--- config.mk ---
export PLATFORM = sky130hd
export DESIGN_NAME = prv32_mem_arbiter
export DESIGN_NICKNAME = d
export VERILOG_FILES = /design/src/rtl/prv32_mem_arbiter.sv
export SDC_FILE = /design/constraint.sdc
export NUM_CORES = 1
export LEC_CHECK = 0
export ABC_AREA = 1
export BUFFER_PORTS_ARGS = -buffer_cell sky130_fd_sc_hd__buf_2
export CAP_MARGIN = 20
export CORE_AREA = 4 4 121 123
export CTS_CLUSTER_SIZE = 20
export DETAILED_ROUTE_END_ITERATION = 8
export DIE_AREA = 0 0 125 127
export GPL_TIMING_DRIVEN = 0
export PLACE_DENSITY_LB_ADDON = 0.12
export SYNTH_ARGS = -nofsm -noshare
export SYNTH_HDL_FRONTEND = slang
export SYNTH_SLANG_ARGS = --single-unit
--- constraint.sdc ---
create_clock -name clk -period 3.75 [get_ports clk]
set_input_delay 1.125 -clock clk [delete_from_list [all_inputs] [get_ports clk]]
set_output_delay 1.125 -clock clk [all_outputs]
set_load 0.005 [all_outputs]
--- src/rtl/prv32_mem_arbiter.sv ---
`default_nettype none
// ============================================================================
// Module      : prv32_mem_arbiter
// Description : Two-master arbiter for the PicoRV32 native memory bus.
//               Master 0 is the CPU core, master 1 the UART loader/DMA path.
//               One transaction at a time; grant is held until the slave
//               completes, the owner drops valid, or the optional watchdog
//               forces completion.
// Options     : PRV32_ARB_TIMEOUT_EN - enables the busy-cycle watchdog,
//               the sticky err_flag and err_clr.
// Revision    : 1.0 - initial release
// ============================================================================
module prv32_mem_arbiter #(
  parameter int ADDR_WIDTH     = 32,
  parameter int DATA_WIDTH     = 32,
  parameter int ROUND_ROBIN    = 1,
  parameter int TIMEOUT_CYCLES = 255
) (
  input  logic                    clk,
  input  logic                    rst_n,
  // master 0 (core)
  input  logic                    m0_valid,
  input  logic                    m0_instr,
  input  logic [ADDR_WIDTH-1:0]   m0_addr,
  input  logic [DATA_WIDTH-1:0]   m0_wdata,
  input  logic [DATA_WIDTH/8-1:0] m0_wstrb,
  output logic                    m0_ready,
  output logic [DATA_WIDTH-1:0]   m0_rdata,
  // master 1 (debug loader / DMA)
  input  logic                    m1_valid,
  input  logic                    m1_instr,
  input  logic [ADDR_WIDTH-1:0]   m1_addr,
  input  logic [DATA_WIDTH-1:0]   m1_wdata,
  input  logic [DATA_WIDTH/8-1:0] m1_wstrb,
  output logic                    m1_ready,
  output logic [DATA_WIDTH-1:0]   m1_rdata,
  // slave side
  output logic                    s_valid,
  output logic                    s_instr,
  output logic [ADDR_WIDTH-1:0]   s_addr,
  output logic [DATA_WIDTH-1:0]   s_wdata,
  output logic [DATA_WIDTH/8-1:0] s_wstrb,
  input  logic                    s_ready,
  input  logic [DATA_WIDTH-1:0]   s_rdata,
  // status
  output logic [1:0]              grant,
  output logic                    err_flag,
  input  logic                    err_clr
);

  localparam logic [DATA_WIDTH-1:0] c_TIMEOUT_DATA = DATA_WIDTH'(32'hDEADBEEF);

  typedef enum logic [0:0] {
    ST_IDLE = 1'b0,
    ST_BUSY = 1'b1
  } state_t;

  state_t     r_state;
  state_t     w_state_nxt;
  logic [1:0] r_grant;
  logic [1:0] w_grant_nxt;
  logic       r_last;        // index of the master granted most recently
  logic       w_last_nxt;
  logic       w_pick;        // index of the master chosen in IDLE
  logic       w_sel_valid;   // valid of the current owner
  logic       w_timeout;     // watchdog limit reached this cycle
  logic       w_err_set;     // watchdog forced a completion this cycle

  assign grant = r_grant;

  // State, owner and round-robin history registers
  always_ff @(posedge clk or negedge rst_n) begin
    if (!rst_n) begin
      r_state <= ST_IDLE;
      r_grant <= 2'b00;
      r_last  <= 1'b1;       // master 0 wins the first tie after reset
    end else begin
      r_state <= w_state_nxt;
      r_grant <= w_grant_nxt;
      r_last  <= w_last_nxt;
    end
  end

  // Arbitration, completion handling and bus muxing
  always_comb begin
    w_state_nxt = r_state;
    w_grant_nxt = r_grant;
    w_last_nxt  = r_last;
    w_pick      = 1'b0;
    w_sel_valid = 1'b0;
    w_err_set   = 1'b0;
    s_valid     = 1'b0;
    s_instr     = 1'b0;
    s_addr      = '0;
    s_wdata     = '0;
    s_wstrb     = '0;
    m0_ready    = 1'b0;
    m1_ready    = 1'b0;
    m0_rdata    = '0;
    m1_rdata    = '0;

    case (r_state)
      ST_IDLE: begin
        if (m0_valid || m1_valid) begin
          if (m0_valid && m1_valid) begin
            w_pick = (ROUND_ROBIN != 0) ? ~r_last : 1'b0;
          end else begin
            w_pick = m1_valid;
          end
          w_state_nxt = ST_BUSY;
          w_grant_nxt = w_pick ? 2'b10 : 2'b01;
          w_last_nxt  = w_pick;
        end
      end

      ST_BUSY: begin
        w_sel_valid = r_grant[1] ? m1_valid : m0_valid;
        s_instr     = r_grant[1] ? m1_instr : m0_instr;
        s_addr      = r_grant[1] ? m1_addr  : m0_addr;
        s_wdata     = r_grant[1] ? m1_wdata : m0_wdata;
        s_wstrb     = r_grant[1] ? m1_wstrb : m0_wstrb;
        // a forced completion withdraws the request from the slave
        s_valid     = w_sel_valid && !w_timeout;

        if (s_ready) begin
          // slave completion beats the watchdog in the same cycle
          w_state_nxt = ST_IDLE;
          w_grant_nxt = 2'b00;
          if (r_grant[1]) begin
            m1_ready = 1'b1;
            m1_rdata = s_rdata;
          end else begin
            m0_ready = 1'b1;
            m0_rdata = s_rdata;
          end
        end else if (!w_sel_valid) begin
          // owner withdrew its request: abort without a ready
          w_state_nxt = ST_IDLE;
          w_grant_nxt = 2'b00;
        end else if (w_timeout) begin
          w_state_nxt = ST_IDLE;
          w_grant_nxt = 2'b00;
          w_err_set   = 1'b1;
          if (r_grant[1]) begin
            m1_ready = 1'b1;
            m1_rdata = c_TIMEOUT_DATA;
          end else begin
            m0_ready = 1'b1;
            m0_rdata = c_TIMEOUT_DATA;
          end
        end
      end

      default: begin
        w_state_nxt = ST_IDLE;
        w_grant_nxt = 2'b00;
      end
    endcase
  end

`ifdef PRV32_ARB_TIMEOUT_EN
  // counter only needs to reach TIMEOUT_CYCLES-1: the limit cycle itself ends BUSY
  localparam int c_TW = (TIMEOUT_CYCLES > 1) ? $clog2(TIMEOUT_CYCLES) : 1;
  localparam logic [c_TW-1:0] c_TLIM = c_TW'(TIMEOUT_CYCLES - 1);

  logic [c_TW-1:0] r_tcnt;
  logic            r_err;

  assign w_timeout = (r_state == ST_BUSY) && !s_ready && (r_tcnt == c_TLIM);
  assign err_flag  = r_err;

  // Busy-cycle counter, cleared whenever the arbiter is (or returns to) idle
  always_ff @(posedge clk or negedge rst_n) begin
    if (!rst_n) begin
      r_tcnt <= '0;
    end else if (w_state_nxt == ST_IDLE) begin
      r_tcnt <= '0;
    end else if ((r_state == ST_BUSY) && !s_ready) begin
      r_tcnt <= r_tcnt + 1'b1;
    end
  end

  // Sticky error flag; a clear request wins over a simultaneous set
  always_ff @(posedge clk or negedge rst_n) begin
    if (!rst_n) begin
      r_err <= 1'b0;
    end else if (err_clr) begin
      r_err <= 1'b0;
    end else if (w_err_set) begin
      r_err <= 1'b1;
    end
  end
`else
  logic w_unused_cfg;

  assign w_timeout    = 1'b0;
  assign err_flag     = 1'b0;
  assign w_unused_cfg = err_clr | w_err_set | (TIMEOUT_CYCLES == 0);
`endif

endmodule
`default_nettype wire

# Word level (Yosys, flattened, before mapping)
# Cells that the tools add are included.
# word_totals
word_cells	45
ff_bits	4
inputBits	176
output_inout_bits	139
# classes
eq_ne	2
n_reduce_logical	4
n_bitwise	2
n_mux	34
# ops
op	n
$mux W32	10
$mux W1	16
$mux W2	4
$mux W4	2
$pmux W2 S2	1
$reduce_and A2 Y1	2
$ne A3 B3 Y1 const B	1
$ne A2 B2 Y1 const B	1
$not A1 Y1	2
$pmux W1 S2	1
$logic_and A1 B1 Y1	1
$logic_or A1 B1 Y1	1

# Logic depth before layout (Yosys ltp)
# logic_depth
word_depth	7
depth_mapped	8
ltp_nobuf	7

# Least setup slack after synthesis
# Ideal clock, no wire load.
# synth_path
kind	in2out
startpoint	in s_ready
endpoint	out m1_rdata[22]
n_path_buf	1
t_arrival_ns	1.502
slack_ns	1.123
stages	3
required_time_ns	2.625
path_cell_list	nand3_2 -> buf_2 -> nor2_1
# synth_via
elab_chain_len	2
# synth_lines
item	line	rtl
start, declared	43	input logic s_ready,
$mux W32	125	if (s_ready) begin
$mux W32	102	case (r_state)
end, declared	36	output logic [DATA_WIDTH-1:0] m1_rdata,
# No other way between the ends.

# Worst setup path in the final report
# layout_path
startpoint	in s_ready
endpoint	out m1_rdata[4]
# Same word-level chain as after synthesis.

==> results by stage <==
Synth:
- Ranked by total cell area, the synthesized netlist is headed by sky130_fd_sc_hd__nor2_1 (43%), sky130_fd_sc_hd__o21ai_0 (21%), sky130_fd_sc_hd__inv_1 (8.5%).
- The number of storage elements in the synthesis netlist is 4.
- The netlist uses 22 different library cells.
- The sequential share of the synthesized area is 0.0601.
- The library cell occupying the most area in the post-synthesis netlist is sky130_fd_sc_hd__nor2_1.
- The mapped netlist covers 1690 sq um.
- Counting every net in the synthesized netlist gives 541.
- The number of warnings issued by yosys is 0.
- The mean area per synthesized cell is 4.62 sq um.
- The share of the synthesized area in the top cell type is 0.430.
- The cell count after synthesis came out at 365.

Die:
- The standard cell core area is 13700 sq um.
- The floorplan has 43 rows.
- In this run the vertical extent of the chip is 127 um.
- The initial core utilization is 0.123.
- For this design the top-level I/O count stands at 315.
- In this run the horizontal extent of the chip is 125 um.
- The die covers 15900 sq um.

GRT:
- The pin count of the biggest net entering global routing is 11.
- In the global route stage, overall resource usage came out at 0.124.
- The number of global-route vias before repair is 3246.
- The residual overflow from global routing is 0.
- The first global-routing pass estimated 16400 um of wire.
- The initial antenna violation count is 0.

Timing:
- The final count of pins violating max slew is 0.
- The final hold slack is 0.469 ns.
- Setup repair after global routing left no endpoint under its margin.
- The setup skew after layout is 0.00293 ns.
- The final hold violation count is 0.
- In the finished design, the share of the clock period the worst path needs comes to 0.795.
- The final critical-path required period is 2.98 ns.
- The timing-limited maximum frequency is 335 MHz.
- The setup-violating endpoint count in the final report is 0.
- The final sum of negative setup slack is 0 ns.

Pwr:
- In this run the power density over the cells is 398 nW/um^2.
- IR analysis of the VDD net gives a maximum drop of 126 uV.
- The leakage power of the design is 2.41 nW.

Setup path:
- The arrival time at the worst endpoint is 1.86 ns.
- At the worst endpoint, the required time is 2.62 ns.
- The nature of the critical path endpoint is an output port.
- By startpoint and endpoint, the worst setup path is classified as in -> out.
- The launching element type of the critical path is an input pin.
- Counting cells, the worst reg-to-reg path comes to 8.
- Along the worst path, the maximum fanout reaches 10.

Routing:
- Using the TritonRoute via totals, the vias-per-cell ratio works out to 3.92.
- Wires add up to 11100 um.
- The routed length per placed instance is 12.9 um.
- The count of TritonRoute iterations in the first routing pass is 4.
- For this block, the initial DRC count from the detailed router was 119.
- The DRC violation count after routing is 0.
- The number of nets with antenna violations after routing is 0.
- The final route contains 3372 vias.

Clock network:
- The quantity of gates resized following cts is 0.
- Clock tree synthesis selected as its root buffer the cell sky130_fd_sc_hd__clkbuf_16.
- After clock tree synthesis, the clock-pin slew on the worst setup and hold paths is 0.03 ns.
- In this run the post-CTS setup repair buffer count came out at 0.
- TritonCTS built the clock tree.
- The clock network latency to the later pin of the worst-skew pair is 0.22 ns.
- The clock drives 4 sinks.
- Counting the buffers created by CTS gives 3.
- In this run the deepest clock path goes through 2 buffers.
- The number of hold buffers added after CTS was 0.
- The number of H-tree levels is 1.

Layout:
- After the last flow step, the layout net total stands at 858.
- The final cell area excluding filler cells is 3550 sq um.
- The synthesis-to-layout area growth is 111%.
- The share of post-route cells with drive strength above 1 is 0.527.
- The number of diodes is 0.
- The layout has 1620 filler cells.

Outcome:
- The run finished with clean final reports.

Min path:
- The worst hold path passes through 2 cells.
- The worst hold path class is reg -> reg.

Place:
- The total of buffers placed on input and output ports is 312.
- The half-perimeter wire length of the detailed placement result is 9660 um.
- The placed standard-cell area is 3470 sq um.
- Routability-driven placement finished with a final weighted congestion of 0.827.

Run:
- The reported max-cap violation count is 0.
[cells in the mapped netlist]
| master | number |
|---|---|
| sky130_fd_sc_hd__o211ai_1 | 2 |
| sky130_fd_sc_hd__nand2_1 | 10 |
| sky130_fd_sc_hd__inv_6 | 1 |
| sky130_fd_sc_hd__buf_12 | 1 |
| sky130_fd_sc_hd__nor2_1 | 193 |
| sky130_fd_sc_hd__nand3_2 | 1 |
| sky130_fd_sc_hd__dfstp_2 | 1 |
| sky130_fd_sc_hd__inv_1 | 38 |
| sky130_fd_sc_hd__o21ai_0 | 70 |
| sky130_fd_sc_hd__buf_8 | 1 |
| sky130_fd_sc_hd__clkbuf_2 | 6 |
| sky130_fd_sc_hd__clkbuf_1 | 1 |
| sky130_fd_sc_hd__a21oi_1 | 2 |
| sky130_fd_sc_hd__buf_2 | 15 |
| sky130_fd_sc_hd__buf_6 | 1 |
| sky130_fd_sc_hd__buf_4 | 5 |
| sky130_fd_sc_hd__conb_1 | 1 |
| sky130_fd_sc_hd__nand3_4 | 1 |
| sky130_fd_sc_hd__inv_2 | 1 |
| sky130_fd_sc_hd__nand3_1 | 1 |
| sky130_fd_sc_hd__dfrtp_1 | 3 |
| sky130_fd_sc_hd__nor2_2 | 10 |
[report_power, final]
part / total (mW) / internal [mW] / switching (mW) / leakage, nW
logic: 1.17 / 0.495 / 0.678 / 2.32
registers: 0.0709 / 0.0628 / 0.00807 / 0.0482
clock network: 0.169 / 0.140 / 0.0285 / 0.0382
[registers in the layout, indices dropped and copies added (netlist names)]
name and flops:
r_state 1, r_last 1, grant 2
[layer usage]
| metal | routed length [um] | up-vias | part of all wire | track usage |
|---|---|---|---|---|
| li1 | - | 1738 | - | - |
| met1 | 4210 | 1434 | 0.38 | 0.142 |
| met2 | 5730 | 194 | 0.52 | 0.240 |
| met3 | 1060 | 6 | 0.096 | 0.0322 |
| met4 | 81 | 0 | 0.0073 | 0.0115 |
| met5 | 0 | - | 0 | 0 |
[critical path, cell delays in order]
cell and delay, ns:
sky130_fd_sc_hd__buf_2 0.14, sky130_fd_sc_hd__nand3_2 0.14, sky130_fd_sc_hd__buf_2 0.21, sky130_fd_sc_hd__nor2_1 0.12
sky130_fd_sc_hd__buf_2 0.12
[path summary, 6_finish.rpt]
path,endpoint,start,slack [ns]
hold reg to reg,grant[0],grant[0],0.47
setup / recovery,m1_rdata[4],s_ready,0.77
min in group asynchronous,r_state,rst_n,0.70
hold / removal,grant[0],grant[0],0.47
setup reg to reg,grant[1],grant[1],2.62
max in group asynchronous,r_last,rst_n,2.84
[metrics by stage]
stage                     power [mW]  instances  setup WS (ns)  utilization
after detailed placement        1.27        857          0.743        0.254
after global placement          1.27        857          0.746        0.254
final                           1.41        861          0.769        0.260
after floorplan                0.690        365           1.12            -
after CTS                       1.45        861          0.742        0.260
after global routing            1.58        861          0.662        0.260
[area by class of cell]
class	instances	area [sq um]	area share
multi-input combinational	291	1240	0.348
clock buffer	4	78.8	0.0222
timing repair buffer	312	1560	0.440
inverter	40	155	0.0437
tap	180	225	0.0634
sequential	4	101	0.0285
buffer	30	193	0.0543
[logic make-up after synthesis]
| family | Yosys count | share of synthesized area |
|---|---|---|
| and+or+nand+nor | 216 | 0.509 |
| AOI/OAI and AO/OA | 74 | 0.223 |
| buffers and inverters | 70 | 0.206 |
| other | 1 | 0.00223 |
| DFF | 4 | 0.0601 |
[placed cells by master, fill, tap and decap left out]
| master | Yosys | routed |
|---|---|---|
| sky130_fd_sc_hd__nand3_1 | 1 | 1 |
| sky130_fd_sc_hd__buf_12 | 1 | 1 |
| sky130_fd_sc_hd__clkbuf_2 | 6 | 6 |
| sky130_fd_sc_hd__nand2_1 | 10 | 10 |
| sky130_fd_sc_hd__nand3_4 | 1 | 1 |
| sky130_fd_sc_hd__inv_2 | 1 | 1 |
| sky130_fd_sc_hd__buf_6 | 1 | 1 |
| sky130_fd_sc_hd__inv_1 | 38 | 38 |
| sky130_fd_sc_hd__nand3_2 | 1 | 1 |
| sky130_fd_sc_hd__buf_8 | 1 | 1 |
| sky130_fd_sc_hd__dfstp_2 | 1 | 1 |
| sky130_fd_sc_hd__clkbuf_16 | 0 | 3 |
| sky130_fd_sc_hd__o211ai_1 | 2 | 2 |
| sky130_fd_sc_hd__inv_6 | 1 | 1 |
| sky130_fd_sc_hd__conb_1 | 1 | 1 |
| sky130_fd_sc_hd__nor2_1 | 193 | 193 |
| sky130_fd_sc_hd__buf_2 | 15 | 327 |
| sky130_fd_sc_hd__o21ai_0 | 70 | 70 |
| sky130_fd_sc_hd__a21oi_1 | 2 | 2 |
| sky130_fd_sc_hd__dfrtp_1 | 3 | 3 |
| sky130_fd_sc_hd__clkbuf_1 | 1 | 2 |
| sky130_fd_sc_hd__nor2_2 | 10 | 10 |
| sky130_fd_sc_hd__buf_4 | 5 | 5 |
No activity file was read; power rests on OpenSTA's default activity.
